### src/rtl/comma_aligner.sv
// Receive word aligner: hunts for the K28.5 comma in a serial bit stream, locks the
// 10-bit symbol boundary to it and emits aligned symbols with lock/alignment status.
module comma_aligner #(
  parameter int P_LOCK_CNT   = 3,
  parameter int P_UNLOCK_CNT = 2
) (
  input  logic       i_Clk,
  input  logic       i_Rst_n,
  input  logic       i_Bit,
  input  logic       i_Bit_Vld,
  input  logic       i_Realign,
  output logic [9:0] o_Word,
  output logic       o_Word_Vld,
  output logic       o_Is_Comma,
  output logic       o_Locked,
  output logic       o_Align_Err
);

  localparam logic [9:0] K28_5_NEG    = 10'b0011111010;
  localparam logic [9:0] K28_5_POS    = 10'b1100000101;
  localparam logic [3:0] LOCK_CNT_C   = 4'(P_LOCK_CNT);
  localparam logic [3:0] UNLOCK_CNT_C = 4'(P_UNLOCK_CNT);

  typedef enum logic [1:0] {
    ST_HUNT   = 2'd0,
    ST_CHECK  = 2'd1,
    ST_LOCKED = 2'd2
  } state_t;

  function automatic logic is_k28_5(input logic [9:0] w);
    return (w == K28_5_NEG) || (w == K28_5_POS);
  endfunction

  state_t     state_r, state_next_s;
  logic [9:0] win_r, win_next_s;
  logic [3:0] phase_r, phase_next_s;
  logic [3:0] good_cnt_r, good_next_s;
  logic [3:0] bad_cnt_r, bad_next_s;
  logic       comma_hit_s, boundary_s, emit_s, err_s;
  logic [9:0] word_r;
  logic       word_vld_r, is_comma_r, locked_r, align_err_r;

  assign win_next_s  = i_Bit_Vld ? {win_r[8:0], i_Bit} : win_r;
  assign comma_hit_s = i_Bit_Vld & is_k28_5(win_next_s);
  assign boundary_s  = i_Bit_Vld & (phase_r == 4'd9);

  // Next-state, counter and strobe decode for the hunt/check/locked machine
  always_comb begin
    state_next_s = state_r;
    phase_next_s = phase_r;
    good_next_s  = good_cnt_r;
    bad_next_s   = bad_cnt_r;
    emit_s       = 1'b0;
    err_s        = 1'b0;
    if (i_Realign) begin
      state_next_s = ST_HUNT;
      phase_next_s = 4'd0;
      good_next_s  = 4'd0;
      bad_next_s   = 4'd0;
    end else if (i_Bit_Vld) begin
      if (boundary_s) begin
        phase_next_s = 4'd0;
      end else begin
        phase_next_s = phase_r + 4'd1;
      end
      case (state_r)
        ST_HUNT: begin
          if (comma_hit_s) begin
            emit_s       = 1'b1;
            phase_next_s = 4'd0;
            good_next_s  = 4'd1;
            bad_next_s   = 4'd0;
            if (LOCK_CNT_C <= 4'd1) begin
              state_next_s = ST_LOCKED;
            end else begin
              state_next_s = ST_CHECK;
            end
          end else begin
            state_next_s = ST_HUNT;
          end
        end
        ST_CHECK: begin
          if (boundary_s) begin
            emit_s = 1'b1;
            if (comma_hit_s) begin
              if ((good_cnt_r + 4'd1) >= LOCK_CNT_C) begin
                good_next_s  = LOCK_CNT_C;
                bad_next_s   = 4'd0;
                state_next_s = ST_LOCKED;
              end else begin
                good_next_s = good_cnt_r + 4'd1;
              end
            end else begin
              good_next_s = good_cnt_r;
            end
          end else if (comma_hit_s) begin
            // Off-boundary comma in CHECK re-anchors the boundary onto itself
            err_s        = 1'b1;
            emit_s       = 1'b1;
            phase_next_s = 4'd0;
            good_next_s  = 4'd1;
          end else begin
            state_next_s = ST_CHECK;
          end
        end
        ST_LOCKED: begin
          if (boundary_s) begin
            emit_s = 1'b1;
            if (comma_hit_s) begin
              bad_next_s = 4'd0;
            end else begin
              bad_next_s = bad_cnt_r;
            end
          end else if (comma_hit_s) begin
            err_s = 1'b1;
            if ((bad_cnt_r + 4'd1) >= UNLOCK_CNT_C) begin
              state_next_s = ST_HUNT;
              bad_next_s   = 4'd0;
              good_next_s  = 4'd0;
            end else begin
              bad_next_s = bad_cnt_r + 4'd1;
            end
          end else begin
            state_next_s = ST_LOCKED;
          end
        end
        default: begin
          state_next_s = ST_HUNT;
          good_next_s  = 4'd0;
          bad_next_s   = 4'd0;
        end
      endcase
    end else begin
      state_next_s = state_r;
    end
  end

  // State, window and registered outputs
  always_ff @(posedge i_Clk or negedge i_Rst_n) begin
    if (!i_Rst_n) begin
      state_r     <= ST_HUNT;
      win_r       <= 10'd0;
      phase_r     <= 4'd0;
      good_cnt_r  <= 4'd0;
      bad_cnt_r   <= 4'd0;
      word_r      <= 10'd0;
      word_vld_r  <= 1'b0;
      is_comma_r  <= 1'b0;
      locked_r    <= 1'b0;
      align_err_r <= 1'b0;
    end else begin
      state_r     <= state_next_s;
      win_r       <= win_next_s;
      phase_r     <= phase_next_s;
      good_cnt_r  <= good_next_s;
      bad_cnt_r   <= bad_next_s;
      word_vld_r  <= emit_s;
      align_err_r <= err_s;
      locked_r    <= (state_next_s == ST_LOCKED);
      if (emit_s) begin
        word_r     <= win_next_s;
        is_comma_r <= comma_hit_s;
      end
    end
  end

  assign o_Word      = word_r;
  assign o_Word_Vld  = word_vld_r;
  assign o_Is_Comma  = is_comma_r;
  assign o_Locked    = locked_r;
  assign o_Align_Err = align_err_r;

endmodule
### config.mk
export PLATFORM = sky130hd
export DESIGN_NAME = comma_aligner
export DESIGN_NICKNAME = d
export VERILOG_FILES = /design/src/rtl/comma_aligner.sv
export SDC_FILE = /design/constraint.sdc
export NUM_CORES = 1
export LEC_CHECK = 0
export ABC_AREA = 1
export ABC_CLOCK_PERIOD_IN_PS = 3700
export CAP_MARGIN = 5
export CORE_AREA = 2 2 78 80
export CTS_CLUSTER_DIAMETER = 80
export DETAILED_ROUTE_END_ITERATION = 6
export DIE_AREA = 0 0 80 82
export PLACE_DENSITY = 0.67
export REMOVE_ABC_BUFFERS = 1
export SYNTH_ARGS = -nofsm -noshare
export SYNTH_HDL_FRONTEND = slang
export SYNTH_SLANG_ARGS = --single-unit
### constraint.sdc
create_clock -name i_Clk -period 3.7 [get_ports i_Clk]
set_clock_uncertainty 0.2 [all_clocks]
set_input_delay 0.74 -clock i_Clk [delete_from_list [all_inputs] [get_ports i_Clk]]
set_output_delay 0.74 -clock i_Clk [all_outputs]
set_load 0.02 [all_outputs]
==> metrics.cfg <==
[run_status]
run_status = complete, no violations

[clocking]
htreeDepth = 2
cts_buffers = 5
clock_sinks = 38
root_buffer = clkbuf_8
cts_tree = yes
path_clk_slew_ns = 0.08
clkLatencyLatePin_ns = 0.29
clockBufferDepth = 2
hold_buffers = 0
post_cts_resized = 0
post-cts-setup-buffer-count = 0

[setup_path]
path_class = in2reg
end_kind = flip-flop
critical_path.most_common_cell = nand2_1
critPathTopFamily = simple AND/OR/NAND/NOR gates
path_max_fanout = 27
worstPathCellList = clkdlybuf4s50_1, buf_4, inv_6, nand2_1, nand2_1, inv_1, nand2_1, nor2_1, nand3_1, nand2_2, nand2_4, nand2_4, nand2_2, nand3_2, nand2_4, nand2_1, o21ai_2
reg2reg_from = win_r[2]$_DFF_PN0_
arrival_ns = 2.87
r2r_cells = 13
r2r_end = o_Word[0]$_DFFE_PN0P_
path_buf_inv = 4
cp_data_required_time_ns = 3.68
max_stage_delay_ns = 0.45
crit_path_top_delay_cell = clkdlybuf4s50_1
cp-start-kind = primary input
r2r_setup_slack_ns = 1.58

[timing]
final.period_utilization_pct = 78.1
tightest_slew_ns = 0.863
hold_viol = 0
fin_ws_ns = 0.812
slew_violations = 0
tns_ns = 0
rsz0062_at_grt = false
setup_viol = 0
slew_headroom_pct = 42.4
period_needed_ns = 2.89
max_freq_ghz = 0.346

[finish]
nNetsFinal = 322
area_growth_pct = 15.1
area.sequential_sq_um = 951
multiInputGateArea_sq_mm = 0.00106
num_antenna_cells = 0
layout-drive-gt1-share_pct = 12.0
n_fill_cell = 599

[place]
port_buffers = 18
gp_congestion = 0.981
dp_hpwl_mm = 3.08
post-place-ws_ns = 0.495

[die]
die_w_um = 80
die-area_sq_mm = 0.00656
die_h_um = 82
start_util_pct = 39.2
ioPinCount = 19
core-area_sq_mm = 0.00575
row_count = 28

[yosys]
syn_area_per_cell_sq_um = 7.81
ys_types = 33
syn_area_sq_mm = 0.00225
ys_seq_area_share_pct = 42.3
ys_seq_elements = 38
yosys_warnings = 0
syn_inst = 288

[flow_run]
maxCapViolCount = 0

[global_route]
grt_pass1_wl_mm = 7.36
antenna_found_initial = 0
grt_overflow = 0
grt.total_usage_pct = 14.1
grt_max_degree = 39
first_global_vias = 1622

[routing]
routed_via_density = 4.63
post-route-drc-count = 0
routed_wl_mm = 4.24
drt_first_iter_violations = 127
vias = 1775
antenna_left = 0
first_pass_iters = 4
wire_per_inst_um = 11.1

[hold_path]
min_path_type = reg2reg
hold_end = o_Word[3]$_DFFE_PN0P_
whs_path_depth = 2
hp-start = o_Word[3]$_DFFE_PN0P_

[power_and_ir_drop]
vdd_drop_max_mv = 0.160
power-per-cell-area_mw_per_mm2 = 381
p_leak_nw = 1.38

cells in the final DEF (no fill, tap or decap), types with 2 or more instances in the layout:
master,n
bufinv_16,2
nand3_2,2
ha_1,10
nand2_4,3
o21ai_1,5
nand3_1,18
clkdlybuf4s50_1,17
clkbuf_8,6
nand4_1,5
a21oi_1,2
nand2_1,101
o21ai_0,8
nor2_1,14
dfrtp_1,38
nor2_2,3
xnor2_1,2
o21ai_2,9
xor2_1,2
nand2_2,7
inv_1,39
logic make-up (layout without fill, tap and decap cells):
kind of cell             Yosys count  in the layout  synth area share, %
AO/OA/AOI/OAI                     28             28                 8.07
XOR/XNOR                           4              4                 1.56
adder cells (fa/ha/maj)           10             10                 5.56
buffers and inverters             48             68                 10.6
flip-flops                        38             38                 42.3
multiplexers                       1              1                0.445
AND/OR/NAND/NOR                  159            159                 31.5
worst max-delay path by stage:
| stage | to | slack, ns | depth (start not counted) | startpoint |
|---|---|---|---|---|
| after floorplan | o_Word[0]$_DFFE_PN0P_ | 1.50 | 14 | i_Bit_Vld |
| final | o_Word[0]$_DFFE_PN0P_ | 0.81 | 17 | i_Bit_Vld |
| after global routing | o_Word[7]$_DFFE_PN0P_ | 0.57 | 17 | i_Bit_Vld |
| after global placement | o_Word[2]$_DFFE_PN0P_ | 0.53 | 17 | i_Bit_Vld |
| after CTS | o_Word[5]$_DFFE_PN0P_ | 0.80 | 17 | i_Bit_Vld |
| after detailed placement | o_Word[5]$_DFFE_PN0P_ | 0.50 | 17 | i_Bit_Vld |
power breakdown:
group | total, mW | internal [mW] | switching [mW]
registers | 0.446 | 0.433 | 0.0137
logic | 0.106 | 0.0318 | 0.0740
clock network | 0.434 | 0.288 | 0.146
state kept, by name, indices dropped and copies added (netlist names):
register / cells
bad_cnt_r: 4
good_cnt_r: 4
o_Align_Err: 1
o_Is_Comma: 1
o_Locked: 1
o_Word: 10
o_Word_Vld: 1
phase_r: 4
state_r: 2
win_r: 10
synth_stat cells (all sizes together):
cell | number | area (sq um)
and2 | 1 | 6.26
nand3 | 20 | 110
a31oi | 1 | 6.26
o22ai | 1 | 6.26
ha | 10 | 125
a21oi | 2 | 10.0
dfrtp | 38 | 951
or2 | 1 | 6.26
xnor2 | 2 | 17.5
o21ai | 22 | 144
nand3b | 1 | 7.51
buf | 6 | 75.1
o21a | 1 | 7.51
nand2 | 111 | 457
a21o | 1 | 7.51
inv | 41 | 159
xor2 | 2 | 17.5
clkbuf | 1 | 5.00
nor4 | 1 | 6.26
nor3b | 1 | 7.51
nor3 | 1 | 5.00
nand4 | 5 | 31.3
mux2i | 1 | 10.0
nor2 | 17 | 71.3
per-layer routing:
metal | vias up | global-route usage [%] | part of all wire [%] | wire, um
li1 | 930 | - | - | -
met1 | 790 | 18.7 | 50 | 2110
met2 | 45 | 22.6 | 44 | 1850
met3 | 10 | 2.86 | 4.1 | 172
met4 | 0 | 5.59 | 2.6 | 109
met5 | - | 0 | 0 | 0
tightest hold or removal path: stages (launching register included):
cell and delay [ns]:
dfrtp_1 0.35, nand2_1 0.06, o21ai_2 0.05
per-stage QoR:
stage	instance area [sq um]	power, mW	std cells	utilization (%)	hold slack (ns)
final	2590	0.986	383	45.1	0.285
after floorplan	2170	0.522	281	-	0.244
after global routing	2590	1.03	383	45.1	0.298
after global placement	2450	0.559	375	42.6	0.267
after CTS	2590	0.996	383	45.1	0.290
after detailed placement	2450	0.560	375	42.6	0.270
area by class of cell:
| class | count | share of cell area (%) |
|---|---|---|
| Clock buffer | 6 | 3.19 |
| Clock inverter | 2 | 2.32 |
| Inverter | 41 | 6.14 |
| Multi-Input combinational cell | 202 | 40.9 |
| Sequential cell | 38 | 36.7 |
| Tap cell | 75 | 3.62 |
| Timing Repair Buffer | 19 | 7.06 |
Power figures use the tool's default switching activity.
==> variant 1: new RTL, config.mk and constraints unchanged <==
Register the output `o_Word` once more, cleared by the reset; this adds one clock of latency there. The other outputs are not delayed to match.
--- a/src/rtl/comma_aligner.sv
+++ b/src/rtl/comma_aligner.sv
@@ -166,3 +166,9 @@
 
-  assign o_Word      = word_r;
+  always_ff @(posedge i_Clk or negedge i_Rst_n) begin
+    if (!i_Rst_n) begin
+      o_Word <= '0;
+    end else begin
+      o_Word <= word_r;
+    end
+  end
   assign o_Word_Vld  = word_vld_r;
Check against the original RTL: not equivalent (a bounded check fails within 10 cycles, from zero or initial values and one cycle with i_Rst_n low).
==> variant 1 against the unedited design <==
- design area is 6.2% higher
- synthesized area grew 7.0%
- worst setup slack worse by 42 ps
- critical path type unchanged
- global-route usage up 1.4 points
- wire length rose by 2.5%
- total power is 6.6% higher
- sequential cell count up 10
- first-iteration DRC count down 24%
- critical endpoint is now word_r[8]
- hold slack got worse by 110 ps
==> variant 1: results (changes against the unedited design) <==
Status
  • Run status: complete, no violations

Global routing
  • Gr usage total: 15.5% (+1.4 points)
  • First-pass GRT wire length: 7910 um (+7.4%)
  • Largest net degree at the start of global routing: 49 (+26%)

Placement
  • GPL Wtd Cong: 0.855 (-13%)
  • Post-detail-place hpwl: 3150 um (+2.5%)
  • Port buffer count: 18 (unchanged)
  • Placed Cells: 371 (-1.1%)

Power and ir drop
  • Clock power frac: 37.7% (-6.3 points)
  • Switching Share: 25.9% (+2.2 points)
  • Comb pwr share: 9.5% (-1.2 points)
  • Leak: 1.47 nW (+6.6%)
  • Peak supply drop: 198 uV (+24%)

Synth
  • Adder-cell share of the synthesized area: 5.20% (-0.36 points)
  • XOR/XNOR Fraction of Synth Area: 1.46% (-0.10 points)
  • Yosys cell types: 25 (-24%)
  • Synth top area cells: dfrtp_1 50%, nand2_1 15%, inv_1 6.1%
  • Seq/Total Area, Yosys: 49.9% (+7.6 points)
  • Post-synthesis compound-gate area fraction: 7.90% (-0.16 points)
  • Proportion of synthesized area in mux cells: 0% (-0.44 points)
  • Synth Instances: 281 (-2.4%)
  • Post-synth top cells: 95 x nand2_1, 48 x dfrtp_1, 39 x inv_1

Drt
  • DR vias/cell: 4.60 (-0.77%)
  • Routed length on met2: 2050 um (+11%)
  • Met3 wire length: 119 um (-31%)
  • Drt wl/cell: 11.5 um (+3.6%)
  • Met1 WL: 2110 um (-0.33%)
  • Starting DRT DRC Count: 96 (-24%)
  • Vias: 1,743 (-1.8%)

Cells and area
  • Antenna Cells: 0 (unchanged)
  • Fin nets: 318 (-1.2%)
  • Layout cells sized above 1: 13.2% (+1.1 points)

Clock network
  • Worst-path clk slew: 100 ps (+20 ps)
  • Clock root buffer: clkbuf_8
  • Post-CTS setup buffer count: 0 (unchanged)
  • CTS resizes: 0 (unchanged)
  • Clock latency on the worst-skew pair: 310 ps (+20 ps)
  • CTS max path bufs: 2 (unchanged)

STA
  • Max-slew headroom: 31.6% (-11 points)

Worst setup path
  • Crit-path max cell delay: 530 ps (+80 ps)
  • Peak fanout along the critical path: 22 (-19%)
  • Crit-path slowest cell: clkdlybuf4s50_1
  • WP data arrival: 2920 ps (+50 ps)
## variant 1: cell types whose count changed after synthesis, sizes merged, moves of 3 or more
cell | before | now
dfrtp | 38 | 48
a21oi | 2 | 8
nand2 | 111 | 106
nor2 | 17 | 14
o21ai | 22 | 16
## variant 1: area by class of cell
type,count,area [um^2]
tap,75,93.8
inverter,41,154
sequential,48,1200
fill,565,3000
multi-input combinational,187,996
timing repair buffer,20,190
clock inverter,3,46.3
clock buffer,5,68.8
## variant 1: per-stage QoR
step / hold slack (ps) / instance area, um^2 / setup slack, ps / total power, W
global route: 207 / 2750 / 527 / 0.00111
CTS: 184 / 2750 / 769 / 0.00106
global placement: 165 / 2640 / 520 / 0.000665
floorplan: 154 / 2350 / 1290 / 0.000628
finish: 173 / 2750 / 770 / 0.00105
detailed placement: 165 / 2640 / 447 / 0.000667
## variant 1: path summary, 6_finish.rpt
path                               to  slack, ps  startpoint  depth (start not counted)
max in group asynchronous   o_Word[1]       2270     i_Rst_n                          1
min in group asynchronous  phase_r[3]        400     i_Rst_n                          1
min                         o_Word[8]        170   word_r[8]                          0
min reg2reg                 o_Word[8]        170   word_r[8]                          0
max                         word_r[8]        770   i_Bit_Vld                         15
max reg2reg                 word_r[8]       1460    win_r[5]                         14
## variant 1: worst max-delay path, delay by kind of cell
kind / cells / cell delay (ps)
AO/OA/AOI/OAI: 1 / 60
AND/OR/NAND/NOR: 11 / 1290
buffers and inverters: 3 / 810
## variant 1: cells by family (layout without fill, tap and decap cells)
kind of cell    after synthesis  in the layout
fa+ha+maj                    10             10
flops                        48             48
buf+inv                      46             69
xor+xnor                      4              4
simple gates                145            145
compound gates               28             28
## variant 1: routing by layer
layer	GRT usage [%]	up-vias
met5	0	-
met4	5.93	0
met3	3.30	9
met2	25.1	25
met1	20.5	791
li1	-	918
==> variant 2: new RTL, same settings <==
Without the edit above. Encoding of `state_t`: now one-hot (3 bits for 3 states).
--- a/src/rtl/comma_aligner.sv
+++ b/src/rtl/comma_aligner.sv
@@ -23,6 +23,6 @@
 
-  typedef enum logic [1:0] {
-    ST_HUNT   = 2'd0,
-    ST_CHECK  = 2'd1,
-    ST_LOCKED = 2'd2
+  typedef enum logic [2:0] {
+    ST_HUNT   = 3'b001,
+    ST_CHECK  = 3'b010,
+    ST_LOCKED = 3'b100
   } state_t;
Formal check against the unedited RTL: no difference found for any inputs over 10 cycles, from zero or initial values and one cycle with i_Rst_n low; not proved beyond that.
==> variant 2 against the unedited design <==
- wire length rose by 8.4%
- sequential power rose by 3%
- first-iteration DRC count fell by 28%
- cell count rose by 3.7%
- synthesized area fell by 1.4%
- sequential cell count rose by 1
- total power fell by 12%
- non-clock buffer count did not move
- via count rose by 6.4%
- worst setup slack got worse by 78 ps
- die area did not move
- clock power fell by 32%
- design area fell by 2.3%
- highest routed layer unchanged
==> variant 2: results (changes against the unedited design) <==
Status
  • Run status: complete, no violations

Drt
  • Starting DRT DRC Count: 91 (-28%)
  • Vias: 1,889 (+6.4%)
  • Top layer in use: met4
  • Drt pass-1 iters: 4 (unchanged)
  • Met3 wire length: 199 um (+16%)
  • WL final: 4600 um (+8.4%)
  • DR vias/cell: 4.76 (+2.7%)
  • Met1 WL: 2130 um (+0.61%)
  • Routed length on met2: 2130 um (+15%)

Synth
  • Synth top area cells: dfrtp_1 43%, nand2_1 18%, inv_1 6.9%
  • Yosys cell types: 28 (-15%)
  • Synth Instances: 303 (+5.2%)
  • Post-synth top cells: 109 x nand2_1, 41 x inv_1, 38 x dfrtp_1
  • Seq/Total Area, Yosys: 44.0% (+1.8 points)
  • Post-synth top flop: dfrtp_1

Worst setup path
  • WP data arrival: 2960 ps (+90 ps)
  • Crit-path max cell delay: 510 ps (+60 ps)
  • Crit-path slowest cell: clkdlybuf4s50_1
  • Crit-path leading delay family: simple AND/OR/NAND/NOR gates
  • Peak fanout along the critical path: 26 (-3.7%)

Power and ir drop
  • Peak supply drop: 176 uV (+10%)
  • Leak: 1.38 nW (+0.41%)

Clock network
  • Clock latency on the worst-skew pair: 300 ps
  • Post-CTS setup buffer count: 0 (unchanged)
  • CTS resizes: 0 (unchanged)
  • CTS max path bufs: 2 (unchanged)
  • Worst-path clk slew: 80 ps (about the same)

Global routing
  • Gr usage total: 16.0% (+1.8 points)
  • First-pass GRT wire length: 7980 um (+8.3%)
  • Initial antenna violation count: 0 (unchanged)
  • Vias in the first global route: 1,759 (+8.4%)
  • Largest net degree at the start of global routing: 40 (+2.6%)

Placement
  • Cell area after placement: 0.00244 mm^2 (-0.26%)
  • Placed Cells: 389 (+3.7%)
  • GPL Wtd Cong: 0.925 (-5.7%)
  • Port buffer count: 18 (unchanged)
  • Post-detail-place hpwl: 3440 um (+12%)

Cells and area
  • Multi-input combinational cell area: 0.00101 mm^2 (-5.0%)
  • Fillers: 603 (+0.67%)
  • Fin nets: 332 (+3.1%)
  • Antenna Cells: 0 (unchanged)
  • Layout cells sized above 1: 8.39% (-3.6 points)

Hold path
  • Worst hold path type: flip-flop to flip-flop

STA
  • Worst-margin pin slew: 836 ps (-27.0 ps)
variant 2: path summary, 6_finish.rpt:
| path | start | to | slack (ps) | cells after the start |
|---|---|---|---|---|
| setup / recovery | i_Bit_Vld | o_Is_Comma | 730 | 17 |
| hold / removal | o_Word[3] | o_Word[3] | 280 | 2 |
| setup reg to reg | win_r[6] | o_Is_Comma | 1440 | 13 |
| hold reg to reg | o_Word[3] | o_Word[3] | 280 | 2 |
| max in group asynchronous | i_Rst_n | state_r[2] | 2450 | 1 |
| min in group asynchronous | i_Rst_n | o_Align_Err | 340 | 1 |
variant 2: tightest hold or removal path, stage by stage, from the launching register on:
cell     delay (ps)
dfrtp_1         350
nand2_1          50
nand2_1          50
variant 2: power breakdown:
part,switching (W),internal (W)
Clock,0.000164,0.000131
Sequential,0.0000153,0.000445
Combinational,0.0000745,0.0000336
variant 2: through the flow:
stage,hold slack (ps),setup WS (ps),power [W]
after floorplan,244,1410,0.000534
after global placement,260,492,0.000575
after detailed placement,264,444,0.000577
after CTS,285,728,0.000876
after global routing,315,466,0.000915
final,281,734,0.000863
variant 2: cells by family (layout without fill, tap and decap cells):
family / Yosys count / in the layout / synth area share [%]
and+or+nand+nor: 187 / 187 / 36.5
adders and majority gates: 6 / 6 / 3.38
DFF: 39 / 39 / 44.0
xor gates and xnor gates: 3 / 3 / 1.18
buffers and inverters: 51 / 70 / 10.5
AOI/OAI and AO/OA: 17 / 17 / 4.34
variant 2: cell type report:
class	instances	share of cell area (%)
clock buffer	5	2.72
clock inverter	3	0.792
inverter	43	6.58
multi-input combinational	213	39.8
sequential	39	38.6
tap	75	3.71
timing repair buffer	19	7.72
variant 2: routing by layer:
layer / track usage, % / vias to the layer above
li1: - / 978
met1: 19.9 / 850
met2: 25.7 / 44
met3: 3.41 / 17
met4: 8.98 / 0
met5: 0 / -
